--- src/rtl/adc_seq_pkg.sv ---
// -----------------------------------------------------------------------------
// adc_seq_pkg
// Shared types and helpers for the ADC SAR conversion sequencer.
//   - state_e    : sequencer state encoding
//   - N_COMP_DEF : default comparisons per conversion (also result width)
//   - SAMP_W_DEF : default width of the sample-window length field
//   - eff_samp() : effective sample-window length (0 behaves as 1)
//   - eff_comp() : effective comparison count (0 or > max behaves as max)
// -----------------------------------------------------------------------------
package adc_seq_pkg;

  localparam int N_COMP_DEF = 16;
  localparam int SAMP_W_DEF = 8;

  typedef enum logic [2:0] {
    IDLE,
    INIT,
    SAMP,
    COMP,
    UPDATE,
    DONE
  } state_e;

  function automatic int unsigned eff_samp(input int unsigned cycles);
    return (cycles == 0) ? 1 : cycles;
  endfunction

  function automatic int unsigned eff_comp(input int unsigned count,
                                           input int unsigned max_count);
    return (count == 0 || count > max_count) ? max_count : count;
  endfunction

endpackage

--- src/rtl/adc_seq_cnt.sv ---
// -----------------------------------------------------------------------------
// adc_seq_cnt
// Loadable down counter with a zero flag. Load wins over decrement and the
// count never wraps below zero.
// Ports:
//   clk      : system clock
//   rst      : synchronous active-high reset (count -> 0)
//   load     : load load_val this cycle
//   load_val : value to load
//   dec      : decrement by one when non-zero
//   zero     : count is zero
// -----------------------------------------------------------------------------
module adc_seq_cnt #(
  parameter int W = 8
) (
  input  logic         clk,
  input  logic         rst,
  input  logic         load,
  input  logic [W-1:0] load_val,
  input  logic         dec,
  output logic         zero
);

  logic [W-1:0] cnt_q, cnt_d;

  // NOTE: cnt_d is given a default before any branch so the combinational
  // block never has a path that leaves it unassigned (which would infer a latch).
  always_comb begin
    cnt_d = cnt_q;
    if (load) begin
      cnt_d = load_val;
    end else if (dec && cnt_q != '0) begin
      cnt_d = cnt_q - 1'b1;
    end
  end

  // NOTE: state is updated with non-blocking assignments so every flop samples
  // the pre-edge values, independent of process evaluation order.
  always_ff @(posedge clk) begin
    if (rst) begin
      cnt_q <= '0;
    end else begin
      cnt_q <= cnt_d;
    end
  end

  assign zero = (cnt_q == '0);

endmodule

--- src/rtl/adc_sequencer.sv ---
// -----------------------------------------------------------------------------
// adc_sequencer
// Drives the ADC macro's sequencing strobes for one SAR conversion per start
// request: INIT (1 cycle), SAMP (S cycles), then K COMP/UPDATE pairs. The
// comparator decision is shifted in MSB-first at the end of each UPDATE cycle
// and the right-aligned word is offered on a valid/ready handshake.
//
// Optional feature (macro ADC_SEQ_CONT_EN): adds input cont_mode. While it is
// high, DONE goes straight back to INIT, so conversions repeat back to back
// with busy held high between them. Without the macro the block is single-shot.
//
// Ports:
//   clk, rst            : clock, synchronous active-high reset
//   start               : conversion request, sampled in IDLE only
//   cfg_samp_cycles     : sample window length S (0 behaves as 1)
//   cfg_comp_cycles     : comparisons K (0 or > N_COMP behaves as N_COMP)
//   comp_out            : comparator decision from the ADC
//   cont_mode           : continuous conversion enable (ADC_SEQ_CONT_EN only)
//   seq_init/samp/comp/update : registered, mutually exclusive phase strobes
//   busy                : conversion in progress
//   result              : captured bits, MSB-first, right-aligned
//   result_valid        : result available, held until accepted
//   result_ready        : consumer accepts result
//   overrun             : sticky, a finished result was dropped
// -----------------------------------------------------------------------------
module adc_sequencer
  import adc_seq_pkg::*;
#(
  parameter int N_COMP = N_COMP_DEF,
  parameter int SAMP_W = SAMP_W_DEF,
  parameter int CNT_W  = $clog2(N_COMP + 1)
) (
  input  logic              clk,
  input  logic              rst,
  input  logic              start,
  input  logic [SAMP_W-1:0] cfg_samp_cycles,
  input  logic [CNT_W-1:0]  cfg_comp_cycles,
  input  logic              comp_out,
`ifdef ADC_SEQ_CONT_EN
  input  logic              cont_mode,
`endif
  output logic              seq_init,
  output logic              seq_samp,
  output logic              seq_comp,
  output logic              seq_update,
  output logic              busy,
  output logic [N_COMP-1:0] result,
  output logic              result_valid,
  input  logic              result_ready,
  output logic              overrun
);

  state_e state_q, state_d;

  logic              cont_w;
  logic              cont_q, cont_d;
  logic [N_COMP-1:0] shift_q, shift_d, shift_in;
  logic [N_COMP-1:0] result_q, result_d;
  logic              valid_q, valid_d;
  logic              overrun_q, overrun_d;
  logic              seq_init_q, seq_samp_q, seq_comp_q, seq_update_q, busy_q;
  logic              busy_d;

  logic              cnt_load;
  logic              samp_zero, comp_zero;
  logic [SAMP_W-1:0] samp_load_val;
  logic [CNT_W-1:0]  comp_load_val;
  logic              completion, handshake;

`ifdef ADC_SEQ_CONT_EN
  assign cont_w = cont_mode;
`else
  assign cont_w = 1'b0;
`endif

  // Counters are loaded with (length - 1) on the edge that enters INIT, which
  // is the only point where the configuration is sampled.
  assign cnt_load      = (state_d == INIT);
  assign samp_load_val = SAMP_W'(eff_samp(32'(cfg_samp_cycles)) - 1);
  assign comp_load_val = CNT_W'(eff_comp(32'(cfg_comp_cycles), 32'(N_COMP)) - 1);

  adc_seq_cnt #(.W(SAMP_W)) u_samp_cnt (
    .clk      (clk),
    .rst      (rst),
    .load     (cnt_load),
    .load_val (samp_load_val),
    .dec      (state_q == SAMP),
    .zero     (samp_zero)
  );

  adc_seq_cnt #(.W(CNT_W)) u_comp_cnt (
    .clk      (clk),
    .rst      (rst),
    .load     (cnt_load),
    .load_val (comp_load_val),
    .dec      (state_q == UPDATE),
    .zero     (comp_zero)
  );

  assign shift_in   = {shift_q[N_COMP-2:0], comp_out};
  assign completion = (state_q == UPDATE) && comp_zero;
  assign handshake  = valid_q && result_ready;

  always_comb begin
    state_d = state_q;
    unique case (state_q)
      IDLE:    if (start) state_d = INIT;
      INIT:    state_d = SAMP;
      SAMP:    if (samp_zero) state_d = COMP;
      COMP:    state_d = UPDATE;
      UPDATE:  state_d = comp_zero ? DONE : COMP;
      DONE:    state_d = cont_q ? INIT : IDLE;
      default: state_d = IDLE;
    endcase
  end

  always_comb begin
    shift_d   = shift_q;
    result_d  = result_q;
    valid_d   = valid_q;
    overrun_d = overrun_q;
    cont_d    = cont_q;

    if (state_q == INIT) begin
      shift_d = '0;
    end else if (state_q == UPDATE) begin
      shift_d = shift_in;
    end

    if (handshake) begin
      valid_d   = 1'b0;
      overrun_d = 1'b0;
    end

    // A finished word loads only if the output slot is empty or being drained
    // this very cycle; otherwise it is dropped and the old word is kept.
    if (completion) begin
      cont_d = cont_w;
      if (!valid_q || handshake) begin
        result_d = shift_in;
        valid_d  = 1'b1;
      end else begin
        overrun_d = 1'b1;
      end
    end
  end

  // Strobes and busy are decoded from the next state and registered, so the
  // pins come straight from flops and are glitch-free. busy stays high through
  // DONE only when another conversion follows immediately.
  assign busy_d = (state_d inside {INIT, SAMP, COMP, UPDATE}) ||
                  (state_d == DONE && cont_d);

  always_ff @(posedge clk) begin
    if (rst) begin
      state_q      <= IDLE;
      cont_q       <= 1'b0;
      shift_q      <= '0;
      result_q     <= '0;
      valid_q      <= 1'b0;
      overrun_q    <= 1'b0;
      seq_init_q   <= 1'b0;
      seq_samp_q   <= 1'b0;
      seq_comp_q   <= 1'b0;
      seq_update_q <= 1'b0;
      busy_q       <= 1'b0;
    end else begin
      state_q      <= state_d;
      cont_q       <= cont_d;
      shift_q      <= shift_d;
      result_q     <= result_d;
      valid_q      <= valid_d;
      overrun_q    <= overrun_d;
      seq_init_q   <= (state_d == INIT);
      seq_samp_q   <= (state_d == SAMP);
      seq_comp_q   <= (state_d == COMP);
      seq_update_q <= (state_d == UPDATE);
      busy_q       <= busy_d;
    end
  end

  assign seq_init     = seq_init_q;
  assign seq_samp     = seq_samp_q;
  assign seq_comp     = seq_comp_q;
  assign seq_update   = seq_update_q;
  assign busy         = busy_q;
  assign result       = result_q;
  assign result_valid = valid_q;
  assign overrun      = overrun_q;

endmodule

--- config.mk ---
export PLATFORM = sky130hd
export DESIGN_NAME = adc_sequencer
export DESIGN_NICKNAME = d
export VERILOG_FILES = /design/src/rtl/adc_seq_pkg.sv /design/src/rtl/adc_seq_cnt.sv /design/src/rtl/adc_sequencer.sv
export SDC_FILE = /design/constraint.sdc
export NUM_CORES = 1
export LEC_CHECK = 0
export BUFFER_PORTS_ARGS = -buffer_cell sky130_fd_sc_hd__buf_4
export CORE_MARGIN = 4
export CORE_UTILIZATION = 50
export CTS_BUF_LIST = sky130_fd_sc_hd__clkbuf_4 sky130_fd_sc_hd__clkbuf_8
export DETAILED_ROUTE_END_ITERATION = 16
export PLACE_DENSITY = 0.74
export SKIP_LAST_GASP = 1
export SLEW_MARGIN = 20
export SYNTH_ARGS = -nofsm -noshare
export SYNTH_HDL_FRONTEND = slang
export SYNTH_SLANG_ARGS = --single-unit
--- constraint.sdc ---
create_clock -name clk -period 6.55 [get_ports clk]
set_input_delay 1.965 -clock clk [delete_from_list [all_inputs] [get_ports clk]]
set_output_delay 1.965 -clock clk [all_outputs]
set_load 0.05 [all_outputs]
==> results <==
- In this run the clock root is driven by a clkbuf_8.
- The worst-case reg-to-reg path depth is 9.
- The clock tree skew after final layout is between 7 and 8 ps.
- Among all stages on the critical path, the largest delay is contributed by and2_1.
- The number of enable flip-flop cells after synthesis is 0.
- Ranked by total cell area, the synthesized netlist is headed by dfxtp_1 43%, mux2i_1 6.7%, a21oi_1 6.1%, nand2_1 5.0%, nor2_1 4.6%.
- CTS saw 55 sinks.
- The share of post-route cells with drive strength above 1 is around 17%.
- The number of gates resized after cts is 0.
- The initial antenna violation count came to 0.
- The library cells used most frequently in the layout, excluding fill and tap cells, are 55 x dfxtp_1, 41 x buf_4, 34 x nand2_1.
- The die outline height is between 70 and 80 µm.
- The post-layout minimum cycle time is ~4600 ps.
- In this run the deepest clock path goes through 2 buffers.
- The maximum number of pins on one net before global-route repair is 40.
- The flow ran to the end, and the final reports show no timing, DRC or antenna violations.
- The number of I/O pins is between 40 and 50.
- The floorplan die area is 0.00632 mm².
- Measured on the finished design, the core utilization comes to about three fifths.
- The placed instance area is 0.00287 mm².
- Clock-pin slew was measured on the worst setup and hold paths at between 100 and 150 ps.
- Hold timing on the final database bottoms out at a slack of approximately 460 ps.
- Counting flops and latches in the post-synthesis netlist gives 55.
- The highest layer touched by signal routing is met4.
- The cell count of the worst hold path is 2.
- In this design, the stage delay of the slowest critical-path cell is between 600 and 700 ps.
- Setup violations remaining at the end of the flow were counted as 0.
- From left edge to right edge, the die measures 79.5 µm.
- The Yosys step of the flow raised 0 warnings.
- For the pin with the worst max-slew slack, the measured transition is just under 1000 ps.
- The share of synthesized registers carrying an async set or reset is 0%.
- For this configuration, the core starts out at a cell density of 52.7%.
- The most common library cell in the layout ignoring fill and taps is dfxtp_1.
- The first-pass detailed-route iteration total is 4.
- Adding up every negative setup slack in the final design gives 0 ps.
- At the worst endpoint, the arrival time is 4800 ps.
- The first-pass GRT wire length is 9.20 mm.
- The power density over the cells is roughly 240 mW/mm².
- The number of buffers inserted during clock tree synthesis is 5.
- After detailed routing, the met3 layer carries about 240 µm of wire.
- The floorplan has 25 rows.
- The worst vdd rail ir drop is 0.127 mV.
- Setup repair after global routing left no endpoint under its margin.
- The clock latency reported for the late side of the worst-skew pair is between 300 and 400 ps.
- For this run, design rule violations remaining after detail routing come to 0.
- The net count of the finished layout is 349.
- At the end of routability-driven placement, the weighted congestion stood at ~0.79.
- The final route contains around 2,200 vias.
- The post-CTS setup repair buffer count is 0.
- The post-detailed-route count of antenna-violating nets is 0.
- The signal on the critical path passes through buf_4, or4b_1, and2_1, nor2_1, a21oi_1, ha_1, or3b_1, a2111oi_2, xnor2_1, a211oi_1.
- After detailed routing, the average wire length per cell comes to around 14 µm.
- The level count of the clock H-tree is 2.
- The first routing iteration left ~120 violations.
- After detailed routing, the number of vias per cell comes to roughly 5.6.
- The post-synthesis cell count is between 200 and 300.
- STA classifies the critical path endpoint as a register.
- The mapped netlist covers around 0.0026 mm².
- The worst hold path belongs to the class reg -> reg.
- The met2 layer wire length in the routed design is ~2.5 mm.
- Dividing the final minimum period by the clock period gives a little over two thirds.
- After synthesis, flip-flops and latches occupy between 40% and 50% of the total area.
- The number of global-route vias before repair is approximately 2,000.
- Of all nets on the critical path, the largest fanout is 22.
- The kind of start point of the critical path is an input port.
- The tool flagged a number of max-cap violations equal to 0.
- The cell area after layout is 0.00297 mm².
- The number of failing hold endpoints at the final stage was 0.
- Measured against its own limit, the worst slew margin works out to roughly a third.
- The maximum clock frequency is 219 MHz.
- From synthesis to final layout, the design area changed by 16.1%.
- TritonCTS built the clock tree.
- The count of buffers added on input and output ports is 40.
- The number of hold buffers added after CTS is 0.
- The average size of a mapped cell is 8.60 µm².
- The final max-slew violation count is 0.
- By startpoint and endpoint, the worst setup path is classified as in -> reg.
- The required time of the critical path is a little under 7000 ps.
- After detailed routing, the wire length on met1 is 2.58 mm.
- The leakage power is 1.08 nW.
- 0 antenna diodes ended up in the layout.
- For this run, the leading register cell type out of synthesis is dfxtp_1.
- The all-layer global routing usage is a little under a fifth.
- Synthesis produced a netlist with a net count of 318.
- The area inside the core boundary is roughly 0.0048 mm².
- After legalization and detailed placement, the total HPWL measured 3.89 mm.
- Of all cell types, the one taking the most synthesized area is dfxtp_1.
- The number of distinct library cell variants in the gate-level netlist after synthesis is 52.
- Wires add up to approximately 5.4 mm.
- Of the post-synthesis cell area, the dominant cell type holds a little over two fifths.
- For this run the aggregate overflow at the end of global routing stands at 0.
[cells by family after synthesis]
logic type / synth area share (%)
buffers and inverters: 4.46
AOI/OAI and AO/OA: 17.3
muxes: 6.66
xor gates and xnor gates: 2.40
DFF: 43.1
adders and majority gates: 1.47
and+or+nand+nor: 24.6
[per-layer routing]
layer,global-route usage (%),up-vias
met1,23.7,1052
met3,3.61,7
met4,5.67,0
met2,29.7,50
met5,0,-
li1,-,1117
[stage by stage]
| stage | power, W | std cells | setup slack [ps] |
|---|---|---|---|
| global placement | 0.000505 | 388 | 1790 |
| detailed placement | 0.000508 | 388 | 1690 |
| global route | 0.000737 | 396 | 1680 |
| CTS | 0.000705 | 396 | 2030 |
| floorplan | 0.000474 | 297 | 2070 |
| finish | 0.000701 | 396 | 1990 |
[final cells by class]
type	count	area, µm²
clock buffers	5	68.8
clock inverters	3	27.5
fillers	418	1880
inverters	9	33.8
multi-input cells	216	1340
flip-flops and latches	55	1100
well taps	67	83.8
repair buffers	41	308
[synthesized netlist by cell type (4+ instances only)]
cell type	number
a211oi_1	7
a21oi_1	31
a31oi_1	5
clkbuf_1	12
dfxtp_1	55
inv_1	9
mux2i_1	17
nand2_1	34
nand2b_1	5
nand3_1	8
nand3b_1	4
nor2_1	31
nor3_1	8
nor4_1	5
o21ai_0	4
xnor2_1	6
[where the power goes]
part | total, W | switching (W) | internal (W)
combinational | 0.000133 | 0.0000764 | 0.0000563
clock | 0.000199 | 0.000120 | 0.0000788
sequential | 0.000369 | 0.0000195 | 0.000349
total | 0.000701 | 0.000216 | 0.000484
[final timing paths]
path | from | to | slack [ps]
max reg2reg | state_q[2]$_SDFF_PP0_ | u_samp_cnt.cnt_q[6]$_SDFFE_PP0P_ | 3130
min reg2reg | shift_q[14]$_SDFFE_PP0P_ | shift_q[14]$_SDFFE_PP0P_ | 460
max | start | u_samp_cnt.cnt_q[6]$_SDFFE_PP0P_ | 1990
min | shift_q[14]$_SDFFE_PP0P_ | shift_q[14]$_SDFFE_PP0P_ | 460
[worst max-delay path: cells and delay by family]
kind | cells | cell delay (ps)
compound gates | 3 | 770
xor+xnor | 1 | 110
fa+ha+maj | 1 | 300
buf+inv | 1 | 120
simple gates | 4 | 1550
[state kept, by name, indices dropped and copies added, names as in the netlist]
signal	cells
result_valid	1
result	16
overrun	1
seq_samp	1
busy	1
seq_init	1
seq_update	1
state_q	3
u_samp_cnt.cnt_q	8
u_comp_cnt.cnt_q	5
cont_q	1
shift_q	15
seq_comp	1
Note: power is estimated with default switching activity, not from simulation.
